--- src/rtl/pattern_step_sequencer.sv ---
// Pattern step sequencer: counts codec LRCLK frames, walks a step index through a latched
// pattern word and issues per-track trig/gate pulses. Define SEQ_SWING_EN for swing timing.
module pattern_step_sequencer #(
    parameter int NUM_TRACKS  = 4,
    parameter int NUM_STEPS   = 8,
    parameter int GATE_FRAMES = 2400
) (
    input  logic                         CLK,
    input  logic                         RESET_N,
    input  logic                         lrclk,
    input  logic [31:0]                  pattern,
    input  logic [15:0]                  frames_per_step,
    input  logic                         play,
    input  logic                         stop,
`ifdef SEQ_SWING_EN
    input  logic [7:0]                   swing,
`endif
    output logic [NUM_TRACKS-1:0]        trig,
    output logic [NUM_TRACKS-1:0]        gate,
    output logic [$clog2(NUM_STEPS)-1:0] step,
    output logic [15:0]                  frame_count,
    output logic                         playing,
    output logic                         bar_tick
);
    localparam int                STEP_W    = $clog2(NUM_STEPS);
    localparam logic [STEP_W-1:0] LAST_STEP = STEP_W'(NUM_STEPS - 1);
    localparam logic [11:0]       GATE_LOAD = 12'(GATE_FRAMES - 1);

    typedef enum logic [1:0] { S_IDLE, S_ARMED, S_PLAY } state_t;

    state_t                state_q, state_d;
    logic                  lrclk_s1_q, lrclk_s2_q, lrclk_s3_q;
    logic                  frame_tick_q, frame_tick_d;
    logic [31:0]           pat_l_q, pat_l_d;
    logic [15:0]           len_q, len_d;
    logic [7:0]            swing_q, swing_d;
    logic [STEP_W-1:0]     step_q, step_d;
    logic [16:0]           fc_q, fc_d;
    logic [NUM_TRACKS-1:0] trig_q, trig_d;
    logic [NUM_TRACKS-1:0] gate_q, gate_d;
    logic [11:0]           gcnt_q [NUM_TRACKS];
    logic [11:0]           gcnt_d [NUM_TRACKS];
    logic                  playing_q, playing_d;
    logic                  bar_tick_q, bar_tick_d;
    logic                  start;
    logic [STEP_W-1:0]     next_step;
    logic [31:0]           pat_src;
    logic [16:0]           cur_dur;
    logic [4:0]            pat_idx;

    // Even steps are stretched by swing, odd steps shortened but never below one frame.
    function automatic logic [16:0] step_dur(input logic [15:0] len, input logic [7:0] sw,
                                             input logic odd);
        logic [16:0] base;
        base = (len == 16'd0) ? 17'd1 : {1'b0, len};
        if (!odd) return base + {9'd0, sw};
        if (base > {9'd0, sw}) return base - {9'd0, sw};
        return 17'd1;
    endfunction

    assign cur_dur = step_dur(len_q, swing_q, step_q[0]);

    always_comb begin
        state_d      = state_q;
        frame_tick_d = lrclk_s2_q & ~lrclk_s3_q;
        pat_l_d      = pat_l_q;
        len_d        = len_q;
        swing_d      = swing_q;
        step_d       = step_q;
        fc_d         = fc_q;
        trig_d       = '0;
        gate_d       = gate_q;
        gcnt_d       = gcnt_q;
        bar_tick_d   = 1'b0;
        start        = 1'b0;
        next_step    = '0;
        pat_src      = pat_l_q;
        pat_idx      = '0;

        if (frame_tick_q) begin
            for (int t = 0; t < NUM_TRACKS; t++) begin
                if (gate_q[t]) begin
                    if (gcnt_q[t] == 12'd0) gate_d[t] = 1'b0;
                    else                    gcnt_d[t] = gcnt_q[t] - 12'd1;
                end
            end
        end

        case (state_q)
            S_IDLE: begin
                if (play && !stop) state_d = S_ARMED;
            end
            S_ARMED: begin
                if (stop) begin
                    state_d = S_IDLE;
                end else if (frame_tick_q) begin
                    state_d = S_PLAY;
                    start   = 1'b1;
                end
            end
            S_PLAY: begin
                if (stop) begin
                    state_d = S_IDLE;
                end else if (play) begin
                    state_d = S_ARMED;
                    step_d  = '0;
                    fc_d    = '0;
                end else if (frame_tick_q) begin
                    if (fc_q == cur_dur - 17'd1) begin
                        start     = 1'b1;
                        next_step = (step_q == LAST_STEP) ? '0 : step_q + 1'b1;
                    end else begin
                        fc_d = fc_q + 17'd1;
                    end
                end
            end
            default: state_d = S_IDLE;
        endcase

        // Pattern is only re-read at bar boundaries so mid-bar writes land cleanly.
        if (start) begin
            step_d = next_step;
            fc_d   = '0;
            len_d  = frames_per_step;
`ifdef SEQ_SWING_EN
            swing_d = swing;
`else
            swing_d = 8'd0;
`endif
            if (next_step == '0) begin
                pat_src    = pattern;
                pat_l_d    = pattern;
                bar_tick_d = 1'b1;
            end
            for (int t = 0; t < NUM_TRACKS; t++) begin
                pat_idx   = 5'(t * NUM_STEPS) + 5'(next_step);
                trig_d[t] = pat_src[pat_idx];
                if (pat_src[pat_idx]) begin
                    gate_d[t] = 1'b1;
                    gcnt_d[t] = GATE_LOAD;
                end
            end
        end

        if (state_d == S_IDLE) begin
            step_d     = '0;
            fc_d       = '0;
            trig_d     = '0;
            gate_d     = '0;
            bar_tick_d = 1'b0;
            for (int t = 0; t < NUM_TRACKS; t++) gcnt_d[t] = 12'd0;
        end

        playing_d = (state_d != S_IDLE);
    end

    always_ff @(posedge CLK) begin
        if (!RESET_N) begin
            state_q      <= S_IDLE;
            lrclk_s1_q   <= 1'b0;
            lrclk_s2_q   <= 1'b0;
            lrclk_s3_q   <= 1'b0;
            frame_tick_q <= 1'b0;
            pat_l_q      <= '0;
            len_q        <= '0;
            swing_q      <= '0;
            step_q       <= '0;
            fc_q         <= '0;
            trig_q       <= '0;
            gate_q       <= '0;
            gcnt_q       <= '{default: 12'd0};
            playing_q    <= 1'b0;
            bar_tick_q   <= 1'b0;
        end else begin
            state_q      <= state_d;
            lrclk_s1_q   <= lrclk;
            lrclk_s2_q   <= lrclk_s1_q;
            lrclk_s3_q   <= lrclk_s2_q;
            frame_tick_q <= frame_tick_d;
            pat_l_q      <= pat_l_d;
            len_q        <= len_d;
            swing_q      <= swing_d;
            step_q       <= step_d;
            fc_q         <= fc_d;
            trig_q       <= trig_d;
            gate_q       <= gate_d;
            gcnt_q       <= gcnt_d;
            playing_q    <= playing_d;
            bar_tick_q   <= bar_tick_d;
        end
    end

    assign trig        = trig_q;
    assign gate        = gate_q;
    assign step        = step_q;
    assign frame_count = fc_q[15:0];
    assign playing     = playing_q;
    assign bar_tick    = bar_tick_q;
endmodule
--- config.mk ---
export PLATFORM = sky130hd
export DESIGN_NAME = pattern_step_sequencer
export DESIGN_NICKNAME = d
export VERILOG_FILES = /design/src/rtl/pattern_step_sequencer.sv
export SDC_FILE = /design/constraint.sdc
export NUM_CORES = 1
export LEC_CHECK = 0
export CORE_UTILIZATION = 35
export DETAILED_ROUTE_END_ITERATION = 12
export GPL_TIMING_DRIVEN = 0
export HOLD_SLACK_MARGIN = 0.08
export MAX_ROUTING_LAYER = met4
export PLACE_DENSITY = 0.51
export SYNTH_ARGS = -nofsm -noshare
export SYNTH_HDL_FRONTEND = slang
export SYNTH_SLANG_ARGS = --single-unit
--- constraint.sdc ---
create_clock -name CLK -period 5.3 [get_ports CLK]
set_input_delay 1.59 -clock CLK [delete_from_list [all_inputs] [get_ports CLK]]
set_output_delay 1.59 -clock CLK [all_outputs]
set_load 0.005 [all_outputs]
==> flow_metrics.tcl <==
set metrics [dict create \
    h-tree-depth 4 \
    first_pass_iters 5 \
    cts_resized 0 \
    mostFrequentLayoutCells "dfxtp_1, nand2_1, clkdlybuf4s50_1" \
    p_sw_w 0.000533 \
    layout_commonest_cell "dfxtp_1" \
    wl_per_cell_um 15.9 \
    chipWidth_um 143 \
    synth_area_leaders "dfxtp_1, nand2_1, mux2i_1" \
    cp-start-kind "register" \
    cp_num_buf_inv 2 \
    r2r-end "gcnt_q[30]" \
    grt_pass1_wl_um 31500 \
    synth_edf_count 0 \
    synthFlopType "dfxtp_1" \
    critPathSlowestCell "or4b_1" \
    netlist.area_leader.share_pct 36.6 \
    critPathMaxFanout 10 \
    antenna_found_initial 0 \
    ys.warnings.count 0 \
    die_h_um 143 \
    synthesis.nets 895 \
    powerDensity_nw_per_um2 270 \
    grt_use_total_pct 20.4 \
    rows 51 \
    grt_setup_unrepaired "no" \
    clk_pin_slew_ns 0.06 \
    die-area_um2 20600 \
    ctsHoldBuffers 0 \
    core_area_um2 19500 \
    clockBufferDepth 2 \
    regArea_um2 2560 \
    drv_cap 0 \
    synth-seq-cells 128 \
    fmax_ghz 0.206 \
    slowest_delay_ns 0.53 \
    multi_input_area_um2 4040 \
    rrSetupSlack_ns 0.44 \
    initial_core_util_pct 35.8 \
    avgSynthCellArea_um2 8.43 \
    grt_remaining_overflow 0 \
    crit_chain "clkbuf_1 -> or4_1 -> nor2_1 -> a21oi_1 -> ha_1 -> or4b_1 -> a2111oi_0 -> nor3_1 -> a211oi_1 -> nand4_1 -> o31a_1 -> a221oi_2 -> buf_2 -> o22ai_1" \
    peakVddDrop_uv 227 \
    drive_gt1_share_pct 9.34 \
    utilization_pct 44.9 \
    min_to "frame_tick_q" \
    area_delta_synth_final_pct 25.4 \
    postCtsSetupRepairBufs 0 \
    grt_pass1_vias 6025 \
    async_reset_ff_share_pct 0 \
    p_comb_share_pct 5.6 \
    fin_tns_setup_ns 0 \
    period_minus_slack_ns 4.86 \
    hold_path_startpoint "lrclk_s3_q" \
    finalNetCount 995 \
    timing.final.crit_share_pct 91.7 \
    leakagePower_nw 3.03 \
    hpwl_um 14100 \
    arrival_ns 5.13 \
    synth_area_um2 7000 \
    seqPwrFrac_pct 40.9 \
    drt_iter0_drc 285 \
    worst_slew_pin_slew_ns 0.684 \
    final.fill_count 2009 \
    clkLatencyLatePin_ns 0.43 \
    drc 0 \
    slew_headroom_pct 53.7 \
    ys_seq_area_share_pct 36.6 \
    ios 82 \
    critical_path_class "reg2reg" \
    crit_required_ns 5.58 \
    cts.sinks 128 \
    vias 6341 \
    p_int_w 0.00183 \
    ant_nets 0 \
    cts_made_buffers 17 \
    hold_viol_final 0 \
    grt_max_degree 17 \
    clock_power_share_pct 53.5 \
    critPathCaptureType "register" \
    status "complete, no violations" \
    hp-class "reg2reg" \
    antenna_cells 0 \
    globalplace.congestion 0.842 \
    fin_skew_ns 0.0101 \
    synth_top_cell_by_area "dfxtp_1" \
    slew_violations 0 \
    ys_types 74 \
    setup_viol 0 \
    vias_per_cell 5.25 \
    switching_share_pct 22.5 \
    hold_depth 1 \
    reg2reg_from "len_q[9]" \
    crit_family "compound AO/OA/AOI/OAI gates" \
    rr_worst_depth 14 \
    wirelength_um 19100 \
    portBuffers 81 \
    cts_root_buf "clkbuf_16" \
    cts_tree "yes" \
    synth_cells 830 \
]
-- layer usage --
| metal | share of wire [%] | vias up | track usage (%) |
|---|---|---|---|
| li1 | - | 3222 | - |
| met1 | 50 | 2948 | 27.3 |
| met2 | 45 | 150 | 30.9 |
| met3 | 4.0 | 21 | 3.77 |
| met4 | 1.1 | 0 | 6.27 |
| met5 | 0 | - | - |
-- cell families after synthesis --
| family | after synthesis | synth area share, % |
|---|---|---|
| simple gates | 327 | 24.7 |
| compound gates | 182 | 17.6 |
| flops | 128 | 36.6 |
| buf+inv | 85 | 5.65 |
| xor+xnor | 56 | 7.01 |
| mux | 40 | 6.21 |
| fa+ha+maj | 12 | 2.15 |
-- layout make-up --
type | count | area share [%]
Buffer | 62 | 3.52
Clock buffer | 19 | 5.16
Clock inverter | 12 | 2.08
Inverter | 23 | 0.984
Multi-Input combinational cell | 617 | 46.0
Sequential cell | 128 | 29.2
Tap cell | 265 | 3.78
Timing Repair Buffer | 81 | 9.24
-- power by group through the flow --
stage / Combinational (W) / Clock [W] / Sequential, W
global route: 0.000146 / 0.00134 / 0.000966
floorplan: 0.0000620 / 0 / 0.000987
finish: 0.000133 / 0.00127 / 0.000966
global placement: 0.000134 / 0 / 0.000988
CTS: 0.000134 / 0.00129 / 0.000966
detailed placement: 0.000133 / 0 / 0.000988
-- per-stage QoR --
stage	cells	total power (W)	worst slack [ns]	hold slack, ns	instance area (µm²)
2_1_floorplan	830	0.00105	1.50	0.367	7000
3_3_place_gp	1176	0.00112	0.339	0.370	8140
3_5_place_dp	1176	0.00112	0.351	0.375	8140
4_1_cts	1207	0.00239	0.450	0.383	8770
5_1_grt	1207	0.00245	0.0827	0.400	8770
6_report	1207	0.00237	0.442	0.379	8770
-- worst max path at each step --
stage / from / to / slack (ns) / cells after the start
after floorplan: len_q[9] / pat_l_q[10] / 1.50 / 13
after CTS: len_q[9] / gcnt_q[30] / 0.45 / 14
final: len_q[9] / gcnt_q[30] / 0.44 / 14
after global routing: len_q[9] / gcnt_q[28] / 0.08 / 14
after detailed placement: stop / gcnt_q[30] / 0.35 / 11
after global placement: stop / gcnt_q[30] / 0.34 / 11
-- synthesized netlist by cell type, drive strengths merged, types with 7 or more instances --
| library cell | count |
|---|---|
| a21oi | 52 |
| a31oi | 9 |
| and2 | 7 |
| buf | 28 |
| clkbuf | 34 |
| dfxtp | 128 |
| ha | 12 |
| inv | 21 |
| mux2i | 34 |
| nand2 | 103 |
| nand2b | 8 |
| nand3 | 33 |
| nand4 | 8 |
| nor2 | 42 |
| nor2b | 7 |
| nor3 | 34 |
| nor4 | 16 |
| o211ai | 7 |
| o21ai | 39 |
| o22ai | 19 |
| o311a | 12 |
| o31ai | 7 |
| or3 | 23 |
| or4 | 16 |
| xnor2 | 37 |
| xor2 | 19 |
-- flip-flops by register name, indices dropped and copies added, names as in the netlist --
register,cells
bar_tick,1
fc_q,17
frame_tick_q,1
gate,4
gcnt_q,48
len_q,16
lrclk_s1_q,1
lrclk_s2_q,1
lrclk_s3_q,1
pat_l_q,28
playing,1
state_q,2
step,3
trig,4
-- worst register-to-register path, cell delays in order (launching register included) --
cell       delay (ns)
dfxtp_1          0.30
clkbuf_1         0.33
or4_1            0.21
nor2_1           0.08
a21oi_1          0.23
ha_1             0.34
or4b_1           0.53
a2111oi_0        0.45
nor3_1           0.18
a211oi_1         0.33
nand4_1          0.40
o31a_1           0.42
a221oi_2         0.47
buf_2            0.34
o22ai_1          0.10
Power figures use the tool's default switching activity.
